## config.mk

```make
export PLATFORM = sky130hd
export DESIGN_NAME = axi4_arbiter_w_rr_flat
export DESIGN_NICKNAME = d
export VERILOG_FILES = /design/src/rtl/axi4_arb_pkg.sv /design/src/rtl/axi4_arbiter_w_rr_if.sv /design/src/rtl/axi4_arbiter_w_rr_rr_pick.sv /design/src/rtl/axi4_arbiter_w_rr.sv /design/src/flat_wrapper.sv
export SDC_FILE = /design/constraint.sdc
export NUM_CORES = 1
export LEC_CHECK = 0
export CAP_MARGIN = 15
export CORE_AREA = 2 2 39 41
export CTS_BUF_LIST = sky130_fd_sc_hd__clkbuf_8
export CTS_CLUSTER_DIAMETER = 60
export DETAILED_ROUTE_END_ITERATION = 8
export DIE_AREA = 0 0 41 43
export PLACE_DENSITY = 0.67
export SLEW_MARGIN = 10
export SYNTH_ARGS = -nofsm -noshare
export SYNTH_HDL_FRONTEND = slang
export SYNTH_SLANG_ARGS = --single-unit
export TNS_END_PERCENT = 1
```

## constraint.sdc

```tcl
create_clock -name clk -period 1.64 [get_ports clk]
set_input_delay 0.164 -clock clk [delete_from_list [all_inputs] [get_ports clk]]
set_output_delay 0.164 -clock clk [all_outputs]
set_load 0.02 [all_outputs]
```

## src/rtl/axi4_arb_pkg.sv

```systemverilog
// Shared definitions for the AXI4 write-path round-robin arbiter:
// FSM state encoding and a width helper for the counters.
package axi4_arb_pkg;

  localparam logic [0:0] ST_IDLE = 1'b0;
  localparam logic [0:0] ST_BUSY = 1'b1;

  // Bits needed to hold values 0..value-1, never less than one bit.
  function automatic int clog2(input int value);
    int width;
    width = 1;
    while ((1 << width) < value) width++;
    return width;
  endfunction

endpackage

```

## src/rtl/axi4_arbiter_w_rr_if.sv

```systemverilog
// Request/grant bundle between the write-path muxes and the arbiter.
// The master modport is the fabric side that drives requests; the slave
// modport is the arbiter side that returns the grant and AW enable.
interface axi4_arbiter_w_rr_if #(
  parameter int NUM_MASTERS = 2
);
  logic [NUM_MASTERS-1:0] s_AWVALID;
  logic [NUM_MASTERS-1:0] s_BREADY;
  logic                   m_AWREADY;
  logic                   m_BVALID;
  logic [NUM_MASTERS-1:0] m_WGRNT;
  logic                   m_AWEN;

  modport master (
    output s_AWVALID, s_BREADY, m_AWREADY, m_BVALID,
    input  m_WGRNT, m_AWEN
  );

  modport slave (
    input  s_AWVALID, s_BREADY, m_AWREADY, m_BVALID,
    output m_WGRNT, m_AWEN
  );
endinterface

```

## src/rtl/axi4_arbiter_w_rr_rr_pick.sv

```systemverilog
// Combinational round-robin picker: returns the first set request at or
// after `start`, searching upward with wrap-around.
module rr_pick
  import axi4_arb_pkg::*;
#(
  parameter  int NUM_MASTERS = 2,
  localparam int IW          = clog2(NUM_MASTERS)
) (
  input  logic [NUM_MASTERS-1:0] req,
  input  logic [IW-1:0]          start,
  output logic [NUM_MASTERS-1:0] onehot,
  output logic [IW-1:0]          idx,
  output logic                   found
);

  logic [IW-1:0]          cand_idx [NUM_MASTERS];
  logic [NUM_MASTERS-1:0] cand_req;

  // Candidate gi is the master sitting gi places after the start pointer.
  for (genvar gi = 0; gi < NUM_MASTERS; gi++) begin : g_cand
    logic [IW:0] sum;
    assign sum          = {1'b0, start} + (IW+1)'(gi);
    assign cand_idx[gi] = (sum >= (IW+1)'(NUM_MASTERS))
                          ? IW'(sum - (IW+1)'(NUM_MASTERS)) : IW'(sum);
    assign cand_req[gi] = req[cand_idx[gi]];
  end

  // Lowest offset wins: scan from the far end so nearer candidates overwrite.
  always_comb begin
    onehot = '0;
    idx    = '0;
    found  = 1'b0;
    for (int i = NUM_MASTERS - 1; i >= 0; i--) begin
      if (cand_req[i]) begin
        idx   = cand_idx[i];
        found = 1'b1;
      end
    end
    if (found) onehot[idx] = 1'b1;
  end

endmodule

```

## src/rtl/axi4_arbiter_w_rr.sv

```systemverilog
// Round-robin arbiter for the AXI4 write path. Holds the grant until all
// bursts accepted in a tenure have completed their B handshake, throttles
// AW with m_AWEN once MAX_OUTSTANDING bursts are in flight, and rotates the
// search pointer on every release with zero-bubble re-arbitration.
// Optional feature: define AXI4_ARB_W_FAIRNESS_LIMIT_EN to cap each tenure
// at MAX_BURSTS AW handshakes.
module axi4_arbiter_w_rr
  import axi4_arb_pkg::*;
#(
  parameter int NUM_MASTERS     = 2,
  parameter int MAX_OUTSTANDING = 4,
  parameter int MAX_BURSTS      = 8
) (
  input logic                 clk,
  input logic                 rst_n,
  axi4_arbiter_w_rr_if.slave  bus
);

  localparam int IW = clog2(NUM_MASTERS);
  localparam int CW = clog2(MAX_OUTSTANDING + 1);

  if (NUM_MASTERS < 2 || MAX_OUTSTANDING < 1 || MAX_BURSTS < 1) begin : g_param_check
    $error("axi4_arbiter_w_rr: illegal parameter values");
  end

  logic [0:0]             state_reg, state_next;
  logic [IW-1:0]          g_reg, g_next;
  logic [IW-1:0]          ptr_reg, ptr_next;
  logic [NUM_MASTERS-1:0] grant_reg, grant_next;
  logic [CW-1:0]          cnt_reg, cnt_next;

  logic                   busy, awen, aw_hs, b_hs, release_now, grant_load;
  logic                   burst_ok, budget_spent;
  logic [IW-1:0]          ptr_after;
  logic [NUM_MASTERS-1:0] idle_onehot, rel_onehot;
  logic [IW-1:0]          idle_idx, rel_idx;
  logic                   idle_found, rel_found;

  assign busy      = (state_reg == ST_BUSY);
  assign awen      = busy & (cnt_reg < CW'(MAX_OUTSTANDING)) & burst_ok;
  assign aw_hs     = busy & bus.s_AWVALID[g_reg] & awen & bus.m_AWREADY;
  assign b_hs      = busy & bus.m_BVALID & bus.s_BREADY[g_reg];
  assign ptr_after = (g_reg == IW'(NUM_MASTERS - 1)) ? '0 : g_reg + 1'b1;

  // A tenure ends when its last burst completes, when the master stops
  // requesting with nothing in flight, or when its burst budget is spent.
  assign release_now = busy & (((cnt_reg == CW'(1)) & b_hs & ~aw_hs)
                             | ((cnt_reg == '0) & ~bus.s_AWVALID[g_reg])
                             | budget_spent);

  assign bus.m_WGRNT = grant_reg;
  assign bus.m_AWEN  = awen;

  // Arbitration from the stored pointer while idle.
  rr_pick #(.NUM_MASTERS(NUM_MASTERS)) u_pick_idle (
    .req    (bus.s_AWVALID),
    .start  (ptr_reg),
    .onehot (idle_onehot),
    .idx    (idle_idx),
    .found  (idle_found)
  );

  // Arbitration from the advanced pointer in the release cycle; the
  // outgoing master is searched last, so it only wins when alone.
  rr_pick #(.NUM_MASTERS(NUM_MASTERS)) u_pick_rel (
    .req    (bus.s_AWVALID),
    .start  (ptr_after),
    .onehot (rel_onehot),
    .idx    (rel_idx),
    .found  (rel_found)
  );

`ifdef AXI4_ARB_W_FAIRNESS_LIMIT_EN
  localparam int BW = clog2(MAX_BURSTS + 1);
  logic [BW-1:0] burst_reg, burst_next;

  assign burst_ok     = (burst_reg < BW'(MAX_BURSTS));
  assign budget_spent = ~burst_ok & (cnt_reg == '0);
  assign burst_next   = grant_load ? '0 : (aw_hs ? burst_reg + 1'b1 : burst_reg);

  // Per-tenure AW count; restarts whenever a new grant is issued.
  always_ff @(posedge clk) begin
    if (!rst_n) burst_reg <= '0;
    else        burst_reg <= burst_next;
  end
`else
  assign burst_ok     = 1'b1;
  assign budget_spent = 1'b0;
`endif

  // Next-state logic: outstanding counter, grant hand-over and pointer update.
  always_comb begin
    state_next = state_reg;
    g_next     = g_reg;
    ptr_next   = ptr_reg;
    grant_next = grant_reg;
    grant_load = 1'b0;
    cnt_next   = cnt_reg;
    if (aw_hs & ~b_hs)                         cnt_next = cnt_reg + 1'b1;
    else if (b_hs & ~aw_hs & (cnt_reg != '0))  cnt_next = cnt_reg - 1'b1;
    if (!busy) begin
      if (idle_found) begin
        state_next = ST_BUSY;
        g_next     = idle_idx;
        grant_next = idle_onehot;
        grant_load = 1'b1;
      end
    end else if (release_now) begin
      ptr_next = ptr_after;
      cnt_next = '0;
      if (rel_found) begin
        g_next     = rel_idx;
        grant_next = rel_onehot;
        grant_load = 1'b1;
      end else begin
        state_next = ST_IDLE;
        grant_next = '0;
      end
    end
  end

  // State registers with synchronous active-low reset.
  always_ff @(posedge clk) begin
    if (!rst_n) begin
      state_reg <= ST_IDLE;
      g_reg     <= '0;
      ptr_reg   <= '0;
      grant_reg <= '0;
      cnt_reg   <= '0;
    end else begin
      state_reg <= state_next;
      g_reg     <= g_next;
      ptr_reg   <= ptr_next;
      grant_reg <= grant_next;
      cnt_reg   <= cnt_next;
    end
  end

  // A B handshake with nothing outstanding means the slave side is broken.
  always_ff @(posedge clk) begin
    if (rst_n && b_hs) assert (cnt_reg != '0);
  end

endmodule

```

## src/flat_wrapper.sv

```systemverilog
// flat-port wrapper written by rule: the top's interface ports become plain ports
module axi4_arbiter_w_rr_flat import axi4_arb_pkg::*;
#(
  parameter int NUM_MASTERS     = 2,
  parameter int MAX_OUTSTANDING = 4,
  parameter int MAX_BURSTS      = 8
)
  (clk, rst_n, bus_s_AWVALID, bus_s_BREADY, bus_m_AWREADY, bus_m_BVALID, bus_m_WGRNT, bus_m_AWEN);
  axi4_arbiter_w_rr_if #(.NUM_MASTERS(NUM_MASTERS)) bus_i ();
  input logic clk;
  input logic rst_n;
  input wire logic [$bits(bus_i.s_AWVALID)-1:0] bus_s_AWVALID;
  input wire logic [$bits(bus_i.s_BREADY)-1:0] bus_s_BREADY;
  input wire logic [$bits(bus_i.m_AWREADY)-1:0] bus_m_AWREADY;
  input wire logic [$bits(bus_i.m_BVALID)-1:0] bus_m_BVALID;
  output wire logic [$bits(bus_i.m_WGRNT)-1:0] bus_m_WGRNT;
  output wire logic [$bits(bus_i.m_AWEN)-1:0] bus_m_AWEN;
  assign bus_i.s_AWVALID = bus_s_AWVALID;
  assign bus_i.s_BREADY = bus_s_BREADY;
  assign bus_i.m_AWREADY = bus_m_AWREADY;
  assign bus_i.m_BVALID = bus_m_BVALID;
  assign bus_m_WGRNT = bus_i.m_WGRNT;
  assign bus_m_AWEN = bus_i.m_AWEN;
  axi4_arbiter_w_rr #(.NUM_MASTERS(NUM_MASTERS), .MAX_OUTSTANDING(MAX_OUTSTANDING), .MAX_BURSTS(MAX_BURSTS)) u_core (.clk(clk), .rst_n(rst_n), .bus(bus_i));
endmodule
```

== After elaboration in Yosys (flattened, before gate mapping) ==
Index checks and enable logic that the tools add are counted.
Storage, ports and cells
  flip-flop bits (word level): 8
  bits of input ports: 8
  output and inout port bits: 3
Cells by class
  add/sub/neg operators: 9
  magnitude comparators: 14
  eq/ne operators: 3
  multiplexer cells: 45
  bitwise operators: 17
  reductions and logical operators: 8
Operator list (number)
  1-bit two-way mux: 35
  1-bit by 2-bit less-than comparator with 1-bit output (second input constant): 7
  1-bit bitwise AND: 13
  3-bit two-way mux: 4
  2-bit two-way mux: 4
  1-bit by 1-bit adder with 2-bit output (second input constant): 2
  1-bit by 2-bit greater-or-equal comparator with 1-bit output (second input constant): 2
  2-bit greater-or-equal comparator (second input constant): 2
  2-bit != test (second input constant): 2
  2-bit AND reduction: 2
  1-bit subtractor (second input constant): 4
  3-bit by 1-bit adder with 3-bit output (second input constant): 1
  3-bit by 1-bit equality test with 1-bit output (second input constant): 1
  3-bit zero test: 1
  3-bit less-than comparator (second input constant): 1
  1-bit inverter: 3
  3-bit AND reduction: 1
  3-bit nonzero test: 1
  3-bit by 1-bit subtractor with 3-bit output (second input constant): 1
  1-bit demux with 1-bit select: 2
  1-bit greater-or-equal comparator (second input constant): 2
  1-bit logical AND: 2
  2-bit nonzero test: 1
  1-bit adder (second input constant): 1
  1-bit OR: 1

== Logic depth before layout (Yosys ltp) ==
Gate-level depths: netlist of run 1.
  word-level depth: 16
  gate-level depth with buffers: 7
  gate-level depth less buffers: 7

== Hierarchy ==
A second synthesis of run 1 with hierarchy kept.
Unflattened totals
  cells, all modules: 84
  area total of the unflattened synthesis: 693.2 sq um
By module, submodules not included
  axi4_arbiter_w_rr: instances 1, cells each 74, area each 628.1 sq um, seq. area each 160.2 sq um
  rr_pick: instances 2, cells each 5, area each 32.5 sq um, seq. area each 0.0 sq um

== Worst setup path before layout of run 1 ==
Ideal clock, no wire load.
  path kind: reg-to-reg
  start: register u_core.state_reg, in the netlist u_core.busy
  end: register u_core.cnt_reg[1]
  library setup time: 0.115 ns
  arrival time: 1.379 ns
  required time: 1.525 ns
  path slack: 0.146 ns
  stages on the path, launching flop included: 5
  path buffers: 0
  period minus slack after synthesis: 1.494 ns
  path through: dfxtp_1 and2b_1 nand3_1 o311a_1 o21a_1
On the way
  cells in the longest elaborated chain, start to end: 10
  elaborated cells on any way between the ends: 19
Ends and longest elaborated chain
  from (decl): RTL line axi4_arbiter_w_rr.sv:26  | logic [0:0] state_reg, state_next;
  from (signal assigned): RTL line axi4_arbiter_w_rr.sv:131  | state_reg <= state_next;
  1-bit bitwise AND *: RTL line axi4_arbiter_w_rr.sv:40  | assign awen = busy & (cnt_reg < CW'(MAX_OUTSTANDING)) & burst_ok;
  via bus_m_AWEN: RTL line flat_wrapper.sv:17  | output wire logic [$bits(bus_i.m_AWEN)-1:0] bus_m_AWEN;
  1-bit bitwise AND * (2 in a row): RTL line axi4_arbiter_w_rr.sv:41  | assign aw_hs = busy & bus.s_AWVALID[g_reg] & awen & bus.m_AWREADY;
  1-bit inverter: RTL line axi4_arbiter_w_rr.sv:47, axi4_arbiter_w_rr.sv:100
  1-bit bitwise AND (2 in a row): RTL line axi4_arbiter_w_rr.sv:100  | else if (b_hs & ~aw_hs & (cnt_reg != '0)) cnt_next = cnt_reg - 1'b1;
  3-bit two-way mux: RTL line axi4_arbiter_w_rr.sv:100
  3-bit two-way mux: RTL line axi4_arbiter_w_rr.sv:99  | if (aw_hs & ~b_hs) cnt_next = cnt_reg + 1'b1;
  3-bit two-way mux: RTL line axi4_arbiter_w_rr.sv:108  | end else if (release_now) begin
  3-bit two-way mux *: RTL line axi4_arbiter_w_rr.sv:101  | if (!busy) begin
  to (signal assigned): RTL line axi4_arbiter_w_rr.sv:135  | cnt_reg <= cnt_next;
  to (decl): RTL line axi4_arbiter_w_rr.sv:30  | logic [CW-1:0] cnt_reg, cnt_next;
Mark *: on every way through the listed nets, which the timed path passes. The rest lies on a longest branch.
A chain may end at the register's enable or synchronous reset.

== Worst setup path after layout of run 1 ==
  start: register u_core.cnt_reg[1]
  end: register u_core.grant_reg[0], in the netlist u_core.bus.m_WGRNT[0]
On the way
  cells in the longest elaborated chain, start to end: 10
  elaborated cells on any way between the ends: 14
Ends and longest elaborated chain
  3-bit less-than comparator: RTL line axi4_arbiter_w_rr.sv:40
  1-bit bitwise AND: RTL line axi4_arbiter_w_rr.sv:40
  1-bit bitwise AND (2 in a row): RTL line axi4_arbiter_w_rr.sv:41
  1-bit inverter: RTL line axi4_arbiter_w_rr.sv:47  | assign release_now = busy & (((cnt_reg == CW'(1)) & b_hs & ~aw_hs)
  1-bit bitwise AND: RTL line axi4_arbiter_w_rr.sv:47
  1-bit OR *: RTL line axi4_arbiter_w_rr.sv:48  | | ((cnt_reg == '0) & ~bus.s_AWVALID[g_reg])
  1-bit bitwise AND *: RTL line axi4_arbiter_w_rr.sv:47
  2-bit != test (no line) *
  2-bit AND reduction (no line) *
  to (signal assigned): RTL line axi4_arbiter_w_rr.sv:134  | grant_reg <= grant_next;
  to (decl): RTL line axi4_arbiter_w_rr.sv:29  | logic [NUM_MASTERS-1:0] grant_reg, grant_next;
Every way passes the cells marked *; elsewhere a longest branch is shown, timed or not.

==> reports/results.txt, run 1 <==
The maximum clock frequency is 0.632 GHz, and the combined global-route utilization of all metal layers is 17.5%. The number of antenna violations at the first check in global routing came out at 0. The register with the most flip-flops in the layout has 3 of them. The number of register bits inferred by synthesis was 8; the number of sinks on the clock net was 8. The final antenna-violating net count was 0. The via count was 529; the stage delay of the slowest cell on the critical path was 0.32 ns. When the netlist entered floorplanning its net count stood at 80. The final worst clock skew came out at 0.00242 ns. The startpoint of the worst hold path was u_core.bus.m_WGRNT[1]$_SDFFE_PN0P_. Per-cell routed wire length: 11.7 um.

The count of buffer and inverter cells on the critical path works out to 1. The tools report the setup slack after placement as -0.0331 ns. For this run, design rule violations remaining after detail routing come to 0.

The run finished with clean final reports. Once the floorplan was initialized, standard cells occupied 40.6% of the core. Cell with the biggest individual delay on the critical path: sky130_fd_sc_hd__dfxtp_2. Counting every instance in the synthesized netlist gives 68. Reg-to-reg startpoint: u_core.cnt_reg[1]$_SDFF_PN0_.

After filler insertion, the fill cell instance count of the layout stands at 122. The post-layout utilization of the core came out at 57.1%. The shortest clock period the worst path allows after layout was 1.58 ns; the cell area after synthesis was 562 um^2.

The share of the clock period used by the worst path after layout is 96.4%. The total congestion overflow after global routing is 0. In this run the tightest slew margin relative to its limit is 79.9%. Measured in cells, the most critical reg-to-reg path has a length of 7. The worst setup path is launched from a flip-flop. TritonCTS built the clock tree. Setup repair after global routing could not meet its margin everywhere. After floorplanning, the core was divided into 14 placement rows. Walking the worst path, the cells encountered are inv_1 -> ha_1 -> or2b_1 -> o22ai_1 -> and3_4 -> o21bai_4 -> o22ai_2.

The number of search-and-repair iterations in the first detailed-routing pass was 4; the total detailed-routing wirelength was 1200 um. Entering global routing, the biggest net connects 8 pins. Across the VDD grid, the largest voltage drop is 0.461 mV. Maximum level of the CTS H-tree: 1.

The portion of synthesized cell area occupied by the leading cell type works out to 28.5%. Summed over all cells, the static leakage comes to 0.353 nW. The family with the most delay on the worst path is simple AND/OR/NAND/NOR gates. Of all nets on the critical path, the largest fanout is 3.

The largest area contributor in the synthesized netlist was sky130_fd_sc_hd__dfxtp_1. In this run, distinct cell masters in the synthesized netlist total 30. The number of warnings issued by yosys was 0. The floorplan step defined a core boundary enclosing 0.00138 mm^2. The tools report the number of failing hold endpoints at the final stage as 0.

Max-cap violations in this run came to 0. At the end of routability-driven placement, the weighted congestion stood at 0.759. The register-to-register path setup slack came out at 0.06 ns. The detailed-route vias per instance came out at 5.19. After clock tree synthesis, the clock-pin slew on the worst setup and hold paths is 0.04 ns. The repair_antennas step left the layout with diodes totalling 0. The via count of the first global-routing pass came out at 542.

Once the clock tree was built, the setup fixing pass inserted 0 buffers. The die is 41 um wide. The post-route netlist has 20.9% of its cells at a drive strength greater than 1. For the insertion delay to the later sink of the worst-skew pair, the log shows 0.23 ns.

Clock tree synthesis selected as its root buffer the cell sky130_fd_sc_hd__clkbuf_8. The die covers 0.00176 mm^2. The category of the critical setup timing path was reg2reg. A synthesized cell averages 8.26 um^2. The register area share after synthesis is 28.5%, and the power density of the placed cells is 776 mW/mm^2.

The endpoint with the worst hold slack was u_core.bus.m_WGRNT[1]$_SDFFE_PN0P_. The floorplan step set the die height to 43 um. During placement, the flow inserted port buffers numbering 10. The max-slew violation total from the final report is 0. The worst path meets setup with 0.0586 ns of slack. At the pin with the least slew margin, the transition time is 0.298 ns.

The area growth from synthesis to layout is 40.5%. Counting along the longest clock path gives a buffer depth of 2. In this run the worst hold path is classified as reg2reg. For the TritonCTS buffer count, the log shows 3. For the power consumption, the log shows 0.613 mW.

The first global-routing pass estimated 2110 um of wire. The number of stages on the worst hold path was 2. After the last flow step, the layout net total stands at 100. The HPWL after detailed placement is 988 um. Sorting the synthesized cells by area gives the leading types as sky130_fd_sc_hd__dfxtp_1, sky130_fd_sc_hd__ha_1, sky130_fd_sc_hd__nand2_1, sky130_fd_sc_hd__nand3_1, sky130_fd_sc_hd__a21oi_1. On the final layout, the worst hold slack is 0.446 ns. Pin placement for this block handled 11 I/O pins. The signal arrival time at the worst endpoint came out at 1.69 ns. The data required time at the worst endpoint is 1.75 ns. For this block, the initial DRC count from the detailed router was 5. The endpoint of the lowest-slack register-to-register path was u_core.bus.m_WGRNT[0]$_SDFFE_PN0P_. Setup violations remaining at the end of the flow were counted as 0. The worst setup path is captured at a flip-flop.
[cell usage after synthesis]
master / n
sky130_fd_sc_hd__nand2_1: 10
sky130_fd_sc_hd__dfxtp_1: 8
sky130_fd_sc_hd__inv_1: 5
sky130_fd_sc_hd__nand3_1: 5
sky130_fd_sc_hd__a21oi_1: 4
sky130_fd_sc_hd__ha_1: 4
sky130_fd_sc_hd__o21ai_0: 4
sky130_fd_sc_hd__nor2_1: 3
sky130_fd_sc_hd__and3_1: 2
sky130_fd_sc_hd__o21a_1: 2
sky130_fd_sc_hd__o21ai_1: 2
sky130_fd_sc_hd__a21bo_2: 1
sky130_fd_sc_hd__a41oi_1: 1
sky130_fd_sc_hd__and2b_1: 1
sky130_fd_sc_hd__and3_4: 1
sky130_fd_sc_hd__and3b_1: 1
sky130_fd_sc_hd__buf_1: 1
sky130_fd_sc_hd__mux2_4: 1
sky130_fd_sc_hd__mux2i_1: 1
sky130_fd_sc_hd__nand3b_1: 1
sky130_fd_sc_hd__nor2b_1: 1
sky130_fd_sc_hd__nor3b_2: 1
sky130_fd_sc_hd__o2111ai_1: 1
sky130_fd_sc_hd__o211a_1: 1
sky130_fd_sc_hd__o21bai_4: 1
sky130_fd_sc_hd__o22ai_1: 1
sky130_fd_sc_hd__o22ai_2: 1
sky130_fd_sc_hd__o311a_1: 1
sky130_fd_sc_hd__or2_1: 1
sky130_fd_sc_hd__or2b_1: 1
[cells by family after synthesis]
kind of cell | share of synthesized area (%)
flops | 28.5
compound gates | 26.7
buf+inv | 4.01
fa+ha+maj | 8.91
mux | 4.45
simple gates | 27.4
[stage by stage]
stage / std cells / setup TNS (ns) / instance area, um^2
2_1_floorplan: 68 / 0 / 562
3_3_place_gp: 99 / -0.00738 / 723
3_5_place_dp: 99 / -0.0595 / 723
4_1_cts: 102 / 0 / 764
5_1_grt: 102 / -0.00690 / 790
6_report: 102 / 0 / 790
[how the worst max path moves through the flow]
stage	depth (start not counted)	to	slack [ns]	start
finish	7	u_core.bus.m_WGRNT[0]$_SDFFE_PN0P_	0.06	u_core.cnt_reg[1]$_SDFF_PN0_
global route	7	u_core.bus.m_WGRNT[0]$_SDFFE_PN0P_	-0.004	u_core.cnt_reg[1]$_SDFF_PN0_
CTS	2	bus_m_AWEN	0.05	u_core.cnt_reg[2]$_SDFF_PN0_
detailed placement	6	u_core.bus.m_WGRNT[0]$_SDFFE_PN0P_	-0.03	bus_s_AWVALID[1]
global placement	6	u_core.bus.m_WGRNT[0]$_SDFFE_PN0P_	-0.007	bus_s_BREADY[1]
floorplan	4	u_core.cnt_reg[1]$_SDFF_PN0_	0.15	u_core.busy$_SDFF_PN0_
[where the power goes]
part           internal, mW  switching (mW)  total [mW]  leakage, nW
Combinational        0.0842          0.0736       0.158        0.265
Sequential            0.209          0.0108       0.220       0.0662
Clock                 0.159          0.0764       0.235       0.0216
[cells in the final DEF (no fill, tap or decap), types with 2 or more instances in the layout]
cell type                         synthesis  routed
sky130_fd_sc_hd__nand3_1                  5       5
sky130_fd_sc_hd__a21oi_1                  4       4
sky130_fd_sc_hd__o21ai_0                  4       4
sky130_fd_sc_hd__ha_1                     4       4
sky130_fd_sc_hd__nor2_1                   3       3
sky130_fd_sc_hd__buf_4                    0       6
sky130_fd_sc_hd__clkbuf_8                 0       3
sky130_fd_sc_hd__o21a_1                   2       2
sky130_fd_sc_hd__dfxtp_1                  8       7
sky130_fd_sc_hd__inv_1                    5       5
sky130_fd_sc_hd__and3_1                   2       2
sky130_fd_sc_hd__clkdlybuf4s50_1          0       9
sky130_fd_sc_hd__nand2_1                 10       9
sky130_fd_sc_hd__o21ai_1                  2       2
[tightest hold or removal path, delay by kind of cell, from the launching register on]
family | cells | cell delay, ns
flops | 1 | 0.30
compound gates | 1 | 0.05
simple gates | 1 | 0.05
[timing repair]
item	4_1_cts	5_1_grt
hold buffers	0	0
resized for setup	0	6
setup endpoints to repair	0	6
[layer usage]
layer	vias to the layer above	track usage, %	part of all wire (%)
met1	236	23.9	49
li1	280	-	-
met2	9	24.4	45
met4	0	10.0	2.1
met5	-	0	0
met3	4	3.66	4.4
[area by class of cell]
class | count | area (um^2) | share of cell area, %
Timing Repair Buffer | 16 | 148 | 18.7
Sequential cell | 8 | 161 | 20.4
Multi-Input combinational cell | 54 | 400 | 50.7
Tap cell | 16 | 20.0 | 2.54
Inverter | 5 | 18.8 | 2.38
Clock buffer | 3 | 41.3 | 5.23
No activity file was read; power rests on OpenSTA's default activity.
==> inputs of run 2 (changes only) <==
--- a/config.mk
+++ b/config.mk
@@ -12,6 +12,7 @@
 export DETAILED_ROUTE_END_ITERATION = 8
 export DIE_AREA = 0 0 41 43
 export PLACE_DENSITY = 0.67
+export SKIP_CTS_REPAIR_TIMING = 1
 export SLEW_MARGIN = 10
 export SYNTH_ARGS = -nofsm -noshare
 export SYNTH_HDL_FRONTEND = slang
==> results of run 2 <==
Same layout as run 1: the final DEF is identical, and so are final timing and power.
